File: src/rtl/tx_frame_serializer_if.sv
// tx_frame_serializer_if: baud tick, send request, frame and serial-line bundle
interface tx_frame_serializer_if #(parameter int FRAME_W = 11);
  logic BaudTick;
  logic Send;
  logic [FRAME_W-1:0] FrameIn;
  logic [1:0] ParityType;
  logic TxOut;
  logic Busy;
  logic Done;
  modport master(output BaudTick, Send, FrameIn, ParityType, input TxOut, Busy, Done);
  modport slave(input BaudTick, Send, FrameIn, ParityType, output TxOut, Busy, Done);
endinterface

File: src/rtl/tx_frame_serializer.sv
// tx_frame_serializer: shifts an LSB-first UART frame onto TxOut, one bit per baud tick
module tx_frame_serializer #(
  parameter int FRAME_W = 11
) (
  input logic CLK,
  input logic ResetN,
  tx_frame_serializer_if.slave bus
);
  typedef enum logic [1:0] {IDLE, WAIT, SHIFT, STOP} state_t;
  state_t state_q, state_d;
  logic [FRAME_W-1:0] shift_q, shift_d;
  logic [3:0] cnt_q, cnt_d, n_q, n_d;
  logic tx_q, tx_d, busy_q, busy_d, done_q, done_d;
  always_comb begin
    state_d = state_q;
    shift_d = shift_q;
    cnt_d = cnt_q;
    n_d = n_q;
    tx_d = tx_q;
    busy_d = busy_q;
    done_d = 1'b0;
    case (state_q)
      IDLE: if (bus.Send) begin
        shift_d = bus.FrameIn;
        n_d = ^bus.ParityType ? 4'd11 : 4'd10;
        cnt_d = 4'd0;
        busy_d = 1'b1;
        tx_d = 1'b1;
        state_d = WAIT;
      end
      WAIT: if (bus.BaudTick) begin
        tx_d = shift_q[0];
        cnt_d = 4'd1;
        state_d = SHIFT;
      end
      SHIFT: if (bus.BaudTick) begin
        if (cnt_q < n_q) begin
          shift_d = {1'b1, shift_q[FRAME_W-1:1]};
          tx_d = shift_q[1];
          cnt_d = cnt_q + 4'd1;
        end else begin
          // last bit has now been held a full period
          tx_d = 1'b1;
          busy_d = 1'b0;
          done_d = 1'b1;
          state_d = STOP;
        end
      end
      default: begin
        tx_d = 1'b1;
        busy_d = 1'b0;
        state_d = IDLE;
      end
    endcase
  end
  always_ff @(posedge CLK or negedge ResetN) begin
    if (!ResetN) begin
      state_q <= IDLE;
      shift_q <= '1;
      cnt_q <= 4'd0;
      n_q <= 4'd10;
      tx_q <= 1'b1;
      busy_q <= 1'b0;
      done_q <= 1'b0;
    end else begin
      state_q <= state_d;
      shift_q <= shift_d;
      cnt_q <= cnt_d;
      n_q <= n_d;
      tx_q <= tx_d;
      busy_q <= busy_d;
      done_q <= done_d;
    end
  end
  assign bus.TxOut = tx_q;
  assign bus.Busy = busy_q;
  assign bus.Done = done_q;
endmodule

File: src/flat_wrapper.sv
// flat-port wrapper written by rule: the top's interface ports become plain ports
module tx_frame_serializer_flat 
#(
  parameter int FRAME_W = 11
)
  (CLK, ResetN, bus_BaudTick, bus_Send, bus_FrameIn, bus_ParityType, bus_TxOut, bus_Busy, bus_Done);
  tx_frame_serializer_if #(.FRAME_W(FRAME_W)) bus_i ();
  input logic CLK;
  input logic ResetN;
  input wire logic [$bits(bus_i.BaudTick)-1:0] bus_BaudTick;
  input wire logic [$bits(bus_i.Send)-1:0] bus_Send;
  input wire logic [$bits(bus_i.FrameIn)-1:0] bus_FrameIn;
  input wire logic [$bits(bus_i.ParityType)-1:0] bus_ParityType;
  output wire logic [$bits(bus_i.TxOut)-1:0] bus_TxOut;
  output wire logic [$bits(bus_i.Busy)-1:0] bus_Busy;
  output wire logic [$bits(bus_i.Done)-1:0] bus_Done;
  assign bus_i.BaudTick = bus_BaudTick;
  assign bus_i.Send = bus_Send;
  assign bus_i.FrameIn = bus_FrameIn;
  assign bus_i.ParityType = bus_ParityType;
  assign bus_TxOut = bus_i.TxOut;
  assign bus_Busy = bus_i.Busy;
  assign bus_Done = bus_i.Done;
  tx_frame_serializer #(.FRAME_W(FRAME_W)) u_core (.CLK(CLK), .ResetN(ResetN), .bus(bus_i));
endmodule
File: config.mk
export PLATFORM = sky130hd
export DESIGN_NAME = tx_frame_serializer_flat
export DESIGN_NICKNAME = d
export VERILOG_FILES = /design/src/rtl/tx_frame_serializer_if.sv /design/src/rtl/tx_frame_serializer.sv /design/src/flat_wrapper.sv
export SDC_FILE = /design/constraint.sdc
export NUM_CORES = 1
export LEC_CHECK = 0
export ABC_AREA = 1
export ABC_CLOCK_PERIOD_IN_PS = 1400
export BUFFER_PORTS_ARGS = -buffer_cell sky130_fd_sc_hd__buf_4
export CAP_MARGIN = 20
export CORE_MARGIN = 2
export CORE_UTILIZATION = 50
export CTS_BUF_LIST = sky130_fd_sc_hd__clkbuf_16
export CTS_CLUSTER_DIAMETER = 60
export DETAILED_ROUTE_END_ITERATION = 16
export GPL_ROUTABILITY_DRIVEN = 0
export GPL_TIMING_DRIVEN = 0
export PLACE_DENSITY = 0.85
export RECOVER_POWER = 25
export SETUP_SLACK_MARGIN = 0.4
export SYNTH_ARGS = -nofsm -noshare
export SYNTH_HDL_FRONTEND = slang
export SYNTH_SLANG_ARGS = --single-unit
File: constraint.sdc
create_clock -name CLK -period 1.4 [get_ports CLK]
set_input_delay 0 -clock CLK [delete_from_list [all_inputs] [get_ports CLK]]
set_output_delay 0 -clock CLK [all_outputs]
set_load 0.01 [all_outputs]
==> metrics.csv, run 1 <==
metric;value;unit
number of diodes;0;
First-pass DRT Iterations;4;
Post-route DRC;0;
Distinct cells, synth;24;
mapped cell area;1290;um^2
Num Clock Sinks;21;
Worst-path clk slew;0.06;ns
Yosys reg bits;21;
RSZ-0062 raised after global routing;yes;
Crit-path slowest cell;dfrtp_1;
Iter 0 DRT Violations;28;
Longest Clk Path Bufs;2;
synthesis-to-finish area growth;51.5;%
PD cells;2420;nW/um^2
starting density of the core;52.4;%
most common cell after layout, fill and taps aside;nand2_1;
crit-path leading delay family;simple AND/OR/NAND/NOR gates;
antenna-violating nets left;0;
I/O pin count;20;
fin. max-slew vios;0;
most frequent cells in the layout;nand2_1, buf_4, nand2_2, nand3_1, dfstp_2;
routing usage on met2;46.0;%
setup_tns;-1.10;ns
setup-violating endpoint count in the final report;18;
violated checks;negative setup slack;
WS Path Type;reg2reg;
Worst IR Drop VDD;2310;uV
Non-Filler Instances;243;
status;finished with violations;
Clock Power Share;12.6;%
fill count;160;
critical path fanouts, max;6;
Core ar.;2450;um^2
Slew headroom;64.3;%
global-route wire length before repair;5560;um
worst hold path class;in2reg;
Critical Path RT;1.54;ns
port bufs;19;
Util after Layout;79.4;%
Sw Share;42.9;%
GR Overflow Total;0;
Nets;236;
die area;2990;um^2
Post-Syn Area per Cell;7.39;um^2
Die Wd;54.7;um
share of layout cells above drive strength 1;50.2;%
Via Count;1344;
largest net degree at the start of global routing;22;
crit share post-route;111;%
Int Power;2690;uW
crit path DAT;1.70;ns
Detailed Place HPWL;2090;um
NetSw;2020;uW
busiest grt layer;met2;
M1 GR Usage;31.9;%
CTS Root Cell;clkbuf_16;
H-tree depth;1;
dpl cells;223;
total CTS buffers;3;
critical path's largest stage delay;0.39;ns
Flop pwr share;25.3;%
Peak Freq;643;MHz
Worst Path Buf+Inv;2;
worst slew pin tran;0.535;ns
Max Cap Violations;0;
sequential share of the synthesized area;42.0;%
Ys Warns;0;
Setup WS post-layout;-0.155;ns
CTS tree;built;
vias in the first global route;1293;
Post-Synthesis Cells;174;
GRT Overall Usage;26.5;%
global-route track usage on met3;2.73;%
CP dominant cell by count;nand2_2;
worst-skew pair later-pin latency;0.25;ns
Lkg Pwr;0.000970;uW
fin crit period;1.55;ns
worst path cell trace;inv_2 > ha_4 > buf_8 > o21ai_4 > nand2_2 > nor2_4 > nand2_4 > nand2_2 > nand2_2;
final wirelength;3710;um
Worst Setup End Kind;flop;
Mapped Nets;196;
Final Skew;0.00417;ns
Wirelength per Cell;15.3;um
drt via density;5.53;
FP Rows;18;
initial antenna violation count;0;
DIE HEIGHT;54.7;um
Comb power frac;62.1;%
Final Hold Viols;0;
Worst setup SP type;flop;
## through the flow
step / worst slack, ns / hold WS, ns / instance area [um^2] / total power, uW
finish: -0.155 / 0.0508 / 1950 / 4710
global route: -0.205 / 0.0664 / 1950 / 4990
CTS: -0.0312 / 0.0529 / 1870 / 4350
detailed placement: -0.0984 / -0.102 / 1510 / 3040
global placement: -0.0575 / -0.103 / 1510 / 2940
floorplan: 0.0375 / -0.296 / 1330 / 2590
## area by class of cell
class | count | area, um^2 | area share (%)
repair buffers | 35 | 313 | 16.1
inverters | 13 | 51.3 | 2.63
well taps | 30 | 37.5 | 1.93
plain buffers | 6 | 68.8 | 3.53
flip-flops and latches | 21 | 542 | 27.8
clock buffers | 3 | 75.1 | 3.85
multi-input cells | 134 | 857 | 44.0
clock inverters | 1 | 3.75 | 0.193
## per-layer routing
metal  share of wire [%]  wire, um  vias to the layer above
met2                  52      1950                       65
li1                    -         -                      624
met3                 6.4       237                       15
met4                 3.8       142                        0
met1                  37      1390                      640
met5                   0         0                        -
## power groups by stage
stage               Sequential (uW)  Combinational (uW)  Clock [uW]
global route                   1210                3160         621
global placement               1140                1800           0
detailed placement             1150                1890           0
finish                         1190                2920         595
CTS                            1150                2590         604
floorplan                      1130                1470           0
## final timing paths
| check | cells after the start | from | end | slack [ns] |
|---|---|---|---|---|
| worst max-delay path | 9 | u_core.state_q[0]$_DFFE_PN0P_ | u_core.cnt_q[2]$_DFFE_PN0P_ | -0.15 |
| worst min register to register | 2 | u_core.shift_q[4]$_DFFE_PN1P_ | u_core.shift_q[4]$_DFFE_PN1P_ | 0.46 |
| max in group asynchronous | 2 | ResetN | u_core.state_q[1]$_DFFE_PN0P_ | 0.76 |
| min in group asynchronous | 2 | ResetN | u_core.bus.Busy$_DFFE_PN0P_ | 0.26 |
| worst max register to register | 9 | u_core.state_q[0]$_DFFE_PN0P_ | u_core.cnt_q[2]$_DFFE_PN0P_ | -0.15 |
| worst min-delay path | 3 | bus_ParityType[0] | u_core.n_q[0]$_DFFE_PN0P_ | 0.05 |
## tightest hold or removal path: cells and delay by family
kind / cells / cell delay (ns)
compound gates: 1 / 0.08
xor+xnor: 1 / 0.10
buf+inv: 1 / 0.08
## sequential cells by signal, summed over array words and instances, names as in the netlist
signal and flops:
u_core.bus.TxOut 1, u_core.n_q 1, u_core.bus.Done 1, u_core.bus.Busy 1
u_core.cnt_q 4, u_core.shift_q 11, u_core.state_q 2
## cell usage after synthesis, drive strengths merged
| library cell | count | share of area (%) |
|---|---|---|
| nor2 | 13 | 4.2 |
| a21oi | 2 | 1.1 |
| inv | 13 | 3.8 |
| xnor2 | 1 | 0.68 |
| dfrtp | 9 | 18 |
| nor3 | 1 | 0.39 |
| nand3 | 24 | 12 |
| or2 | 1 | 0.49 |
| nand2 | 83 | 25 |
| o21ai | 3 | 1.5 |
| a31oi | 1 | 0.49 |
| ha | 5 | 4.9 |
| buf | 6 | 3.7 |
| dfstp | 12 | 25 |
## kinds of logic (layout without fill, tap and decap cells)
kind of cell / count (synthesis) / after routing / share of synthesized area, %
xor gates and xnor gates: 1 / 1 / 0.681
adders and majority gates: 5 / 5 / 4.86
DFF: 21 / 21 / 42.0
and+or+nand+nor: 122 / 122 / 41.9
AOI/OAI and AO/OA: 6 / 6 / 3.02
buffers and inverters: 19 / 58 / 7.49
## what timing repair did
action | 4_1_cts | 5_1_grt
buffers inserted | 11 | 1
endpoints found under the setup margin | 21 | 21
hold buffers | 2 | 0
pin swaps | 18 | 13
endpoints found under the hold margin | 22 | 0
resized for setup | 34 | 21
cloned | 2 | 0
No activity file was read; power rests on OpenSTA's default activity.
==> inputs of run 2 (changes only) <==
--- a/config.mk
+++ b/config.mk
@@ -6,7 +6,7 @@
 export NUM_CORES = 1
 export LEC_CHECK = 0
 export ABC_AREA = 1
-export ABC_CLOCK_PERIOD_IN_PS = 1400
+export ABC_CLOCK_PERIOD_IN_PS = 1660
 export BUFFER_PORTS_ARGS = -buffer_cell sky130_fd_sc_hd__buf_4
 export CAP_MARGIN = 20
 export CORE_MARGIN = 2
@@ -16,9 +16,10 @@
 export DETAILED_ROUTE_END_ITERATION = 16
 export GPL_ROUTABILITY_DRIVEN = 0
 export GPL_TIMING_DRIVEN = 0
-export PLACE_DENSITY = 0.85
+export PLACE_DENSITY = 0.83
 export RECOVER_POWER = 25
 export SETUP_SLACK_MARGIN = 0.4
 export SYNTH_ARGS = -nofsm -noshare
 export SYNTH_HDL_FRONTEND = slang
 export SYNTH_SLANG_ARGS = --single-unit
+export TNS_END_PERCENT = 1
==> constraint.sdc (replaced) <==
create_clock -name CLK -period 1.66 [get_ports CLK]
set_input_delay 0 -clock CLK [delete_from_list [all_inputs] [get_ports CLK]]
set_output_delay 0 -clock CLK [all_outputs]
set_load 0.01 [all_outputs]
==> run 2 against run 1 <==
Compared with the run above:
- sequential share of layout area up 4.7 points
- sequential power is 19% lower
- count of clock-buffer cells in the layout stayed put
- global-route usage shrank 5.3 points
- design area shrank 15%
- final cell count down 2.5%
- the run now ends clean
- worst setup slack improved by 0.27 ns
- power down 31%
- worst hold slack better by 0.00093 ns
- register-to-register slack improved by 0.27 ns
- clock power is 14% lower
==> metrics.csv, run 2 (synthesis results as in run 1) <==
metric;value;unit;change
status;finished clean;;
crit share post-route;92.9;%;-18 points
vias in the first global route;1078;;-17%
number of diodes;0;;unchanged
synthesis-to-finish area growth;29.4;%;
Die Wd;54.7;um;unchanged
port bufs;19;;unchanged
Lkg Pwr;0.000882;uW;-9.1%
Worst IR Drop VDD;1430;uV;-38%
crit path DAT;1.69;ns;about the same
Worst setup SP type;flop;;
die area;2990;um^2;unchanged
Peak Freq;649;MHz;+0.84%
fin. max-slew vios;0;;unchanged
fill count;216;;+35%
WS Path Type;reg2reg;;
most frequent cells in the layout;nand2_1, buf_4, nand3_1, inv_1, dfstp_2;;
I/O pin count;20;;unchanged
Worst-path clk slew;0.06;ns;about the same
starting density of the core;52.4;%;unchanged
Iter 0 DRT Violations;41;;+46%
Wirelength per Cell;12.7;um;-17%
NetSw;1360;uW;-33%
setup-violating endpoint count in the final report;0;;-18
Slew headroom;22.2;%;-42 points
RSZ-0062 raised after global routing;yes;;
HP Start;bus_ParityType[0];;
worst slew pin tran;1.17;ns;+0.631 ns
Final Skew;0.00524;ns;+0.00108 ns
FP Rows;18;;unchanged
Crit-path slowest cell;dfrtp_1;;
antenna-violating nets left;0;;unchanged
most common cell after layout, fill and taps aside;nand2_1;;
Int Power;1890;uW;-30%
worst hold path class;in2reg;;
CP Launch Point;u_core.state_q[1]$_DFFE_PN0P_;;
PD cells;1950;nW/um^2;-19%
Post-route DRC;0;;unchanged
initial antenna violation count;0;;unchanged
critical path's largest stage delay;0.44;ns;+0.05 ns
GR Overflow Total;0;;unchanged
critical path fanouts, max;5;;-1
total CTS buffers;3;;unchanged
Flop pwr share;29.7;%;+4.4 points
Largest Register;u_core.shift_q;;
global-route wire length before repair;4510;um;-19%
Regs by FF count;u_core.shift_q (11), u_core.cnt_q (4), u_core.state_q (2);;
Comb power frac;54.6;%;-7.5 points
DIE HEIGHT;54.7;um;unchanged
drt via density;5.22;;-5.6%
Sw Share;41.9;%;-1.0 points
share of layout cells above drive strength 1;33.8;%;-16 points
Via Count;1238;;-7.9%
worst-skew pair later-pin latency;0.26;ns;about the same
fin crit period;1.54;ns;-0.0130 ns
Num Clock Sinks;21;;unchanged
Core ar.;2450;um^2;unchanged
Detailed Place HPWL;2010;um;-3.5%
max reg flops;11;;unchanged
Nets;230;;-2.5%
largest net degree at the start of global routing;22;;unchanged
worst path cell trace;inv_1 > ha_2 > o21ai_2 > nand2_2 > nor2_4 > nand2_2 > nand2_1 > nand2_1;;
Final Hold Viols;0;;unchanged
RR Startpoint;u_core.state_q[1]$_DFFE_PN0P_;;
Critical Path RT;1.80;ns;+0.26 ns
First-pass DRT Iterations;4;;unchanged
Max Cap Violations;0;;unchanged
Worst Setup End Kind;flop;;
Clock Power Share;15.7;%;+3.1 points
setup_tns;0;ns;+1.10 ns
Longest Clk Path Bufs;2;;unchanged
Non-Filler Instances;237;;-2.5%
dpl cells;223;;unchanged
H-tree depth;1;;unchanged
GRT Overall Usage;21.2;%;-5.3 points
CTS Root Cell;clkbuf_16;;
CTS tree;built;;
final wirelength;3010;um;-19%
==> run 2: cell count changes in the layout (fill, tap and decap cells not counted), sizes merged <==
cell	delta
buf	-6
==> run 2: worst max-delay path, delay by kind of cell (launching register included) <==
kind / cells / cell delay (ns)
AND/OR/NAND/NOR: 5 / 0.50
adder cells (fa/ha/maj): 1 / 0.22
AO/OA/AOI/OAI: 1 / 0.14
buffers and inverters: 1 / 0.11
flip-flops: 1 / 0.44
==> run 2: repair_timing <==
item | in CTS | in global routing
hold buffers | 2 | 0
resized for setup | 2 | 8
buffers inserted | 6 | 2
pin swaps | 3 | 3
endpoints found under the setup margin | 20 | 20
endpoints found under the hold margin | 22 | 0
==> run 2: per-stage QoR <==
| step | setup WS, ns | utilization (%) | hold slack [ns] | total power, uW | cell area (um^2) |
|---|---|---|---|---|---|
| 3_5_place_dp | 0.117 | 60.0 | -0.0997 | 2480 | 1470 |
| 5_1_grt | 0.0605 | 67.8 | 0.0651 | 3520 | 1660 |
| 2_1_floorplan | 0.263 | - | -0.296 | 2110 | 1290 |
| 4_1_cts | 0.180 | 66.1 | 0.0217 | 3120 | 1620 |
| 6_report | 0.118 | 67.8 | 0.0518 | 3250 | 1660 |
| 3_3_place_gp | 0.153 | 60.0 | -0.104 | 2400 | 1470 |
==> run 2: cell type report <==
class	count	area, um^2	area share, %
Multi-Input combinational cell	134	688	41.4
Sequential cell	21	541	32.5
Timing Repair Buffer	29	219	13.2
Clock buffer	3	75.1	4.51
Buffer	6	51.3	3.08
Inverter	13	48.8	2.93
Tap cell	30	37.5	2.26
Clock inverter	1	3.75	0.226
==> run 2: layer usage <==
metal / track usage, % / vias up / routed length (um)
li1: - / 607 / -
met1: 25.2 / 585 / 1250
met2: 36.7 / 41 / 1570
met3: 2.73 / 5 / 144
met4: 11.3 / 0 / 46
met5: 0 / - / 0
==> run 2: worst paths after layout <==
| kind | endpoint | slack, ns | cells after the start |
|---|---|---|---|
| worst min-delay path | u_core.n_q[0]$_DFFE_PN0P_ | 0.05 | 3 |
| worst max-delay path | u_core.cnt_q[0]$_DFFE_PN0P_ | 0.12 | 8 |
| min in group asynchronous | u_core.bus.Busy$_DFFE_PN0P_ | 0.50 | 2 |
| max in group asynchronous | u_core.cnt_q[1]$_DFFE_PN0P_ | 0.47 | 2 |
| worst max register to register | u_core.cnt_q[0]$_DFFE_PN0P_ | 0.12 | 8 |
| worst min register to register | u_core.shift_q[10]$_DFFE_PN1P_ | 0.46 | 2 |
==> run 2: power groups by stage <==
stage,Sequential (uW),Clock [uW],Combinational [uW]
2_1_floorplan,944,0,1170
3_3_place_gp,949,0,1450
3_5_place_dp,968,0,1510
4_1_cts,956,515,1650
5_1_grt,990,541,1990
6_report,966,510,1780
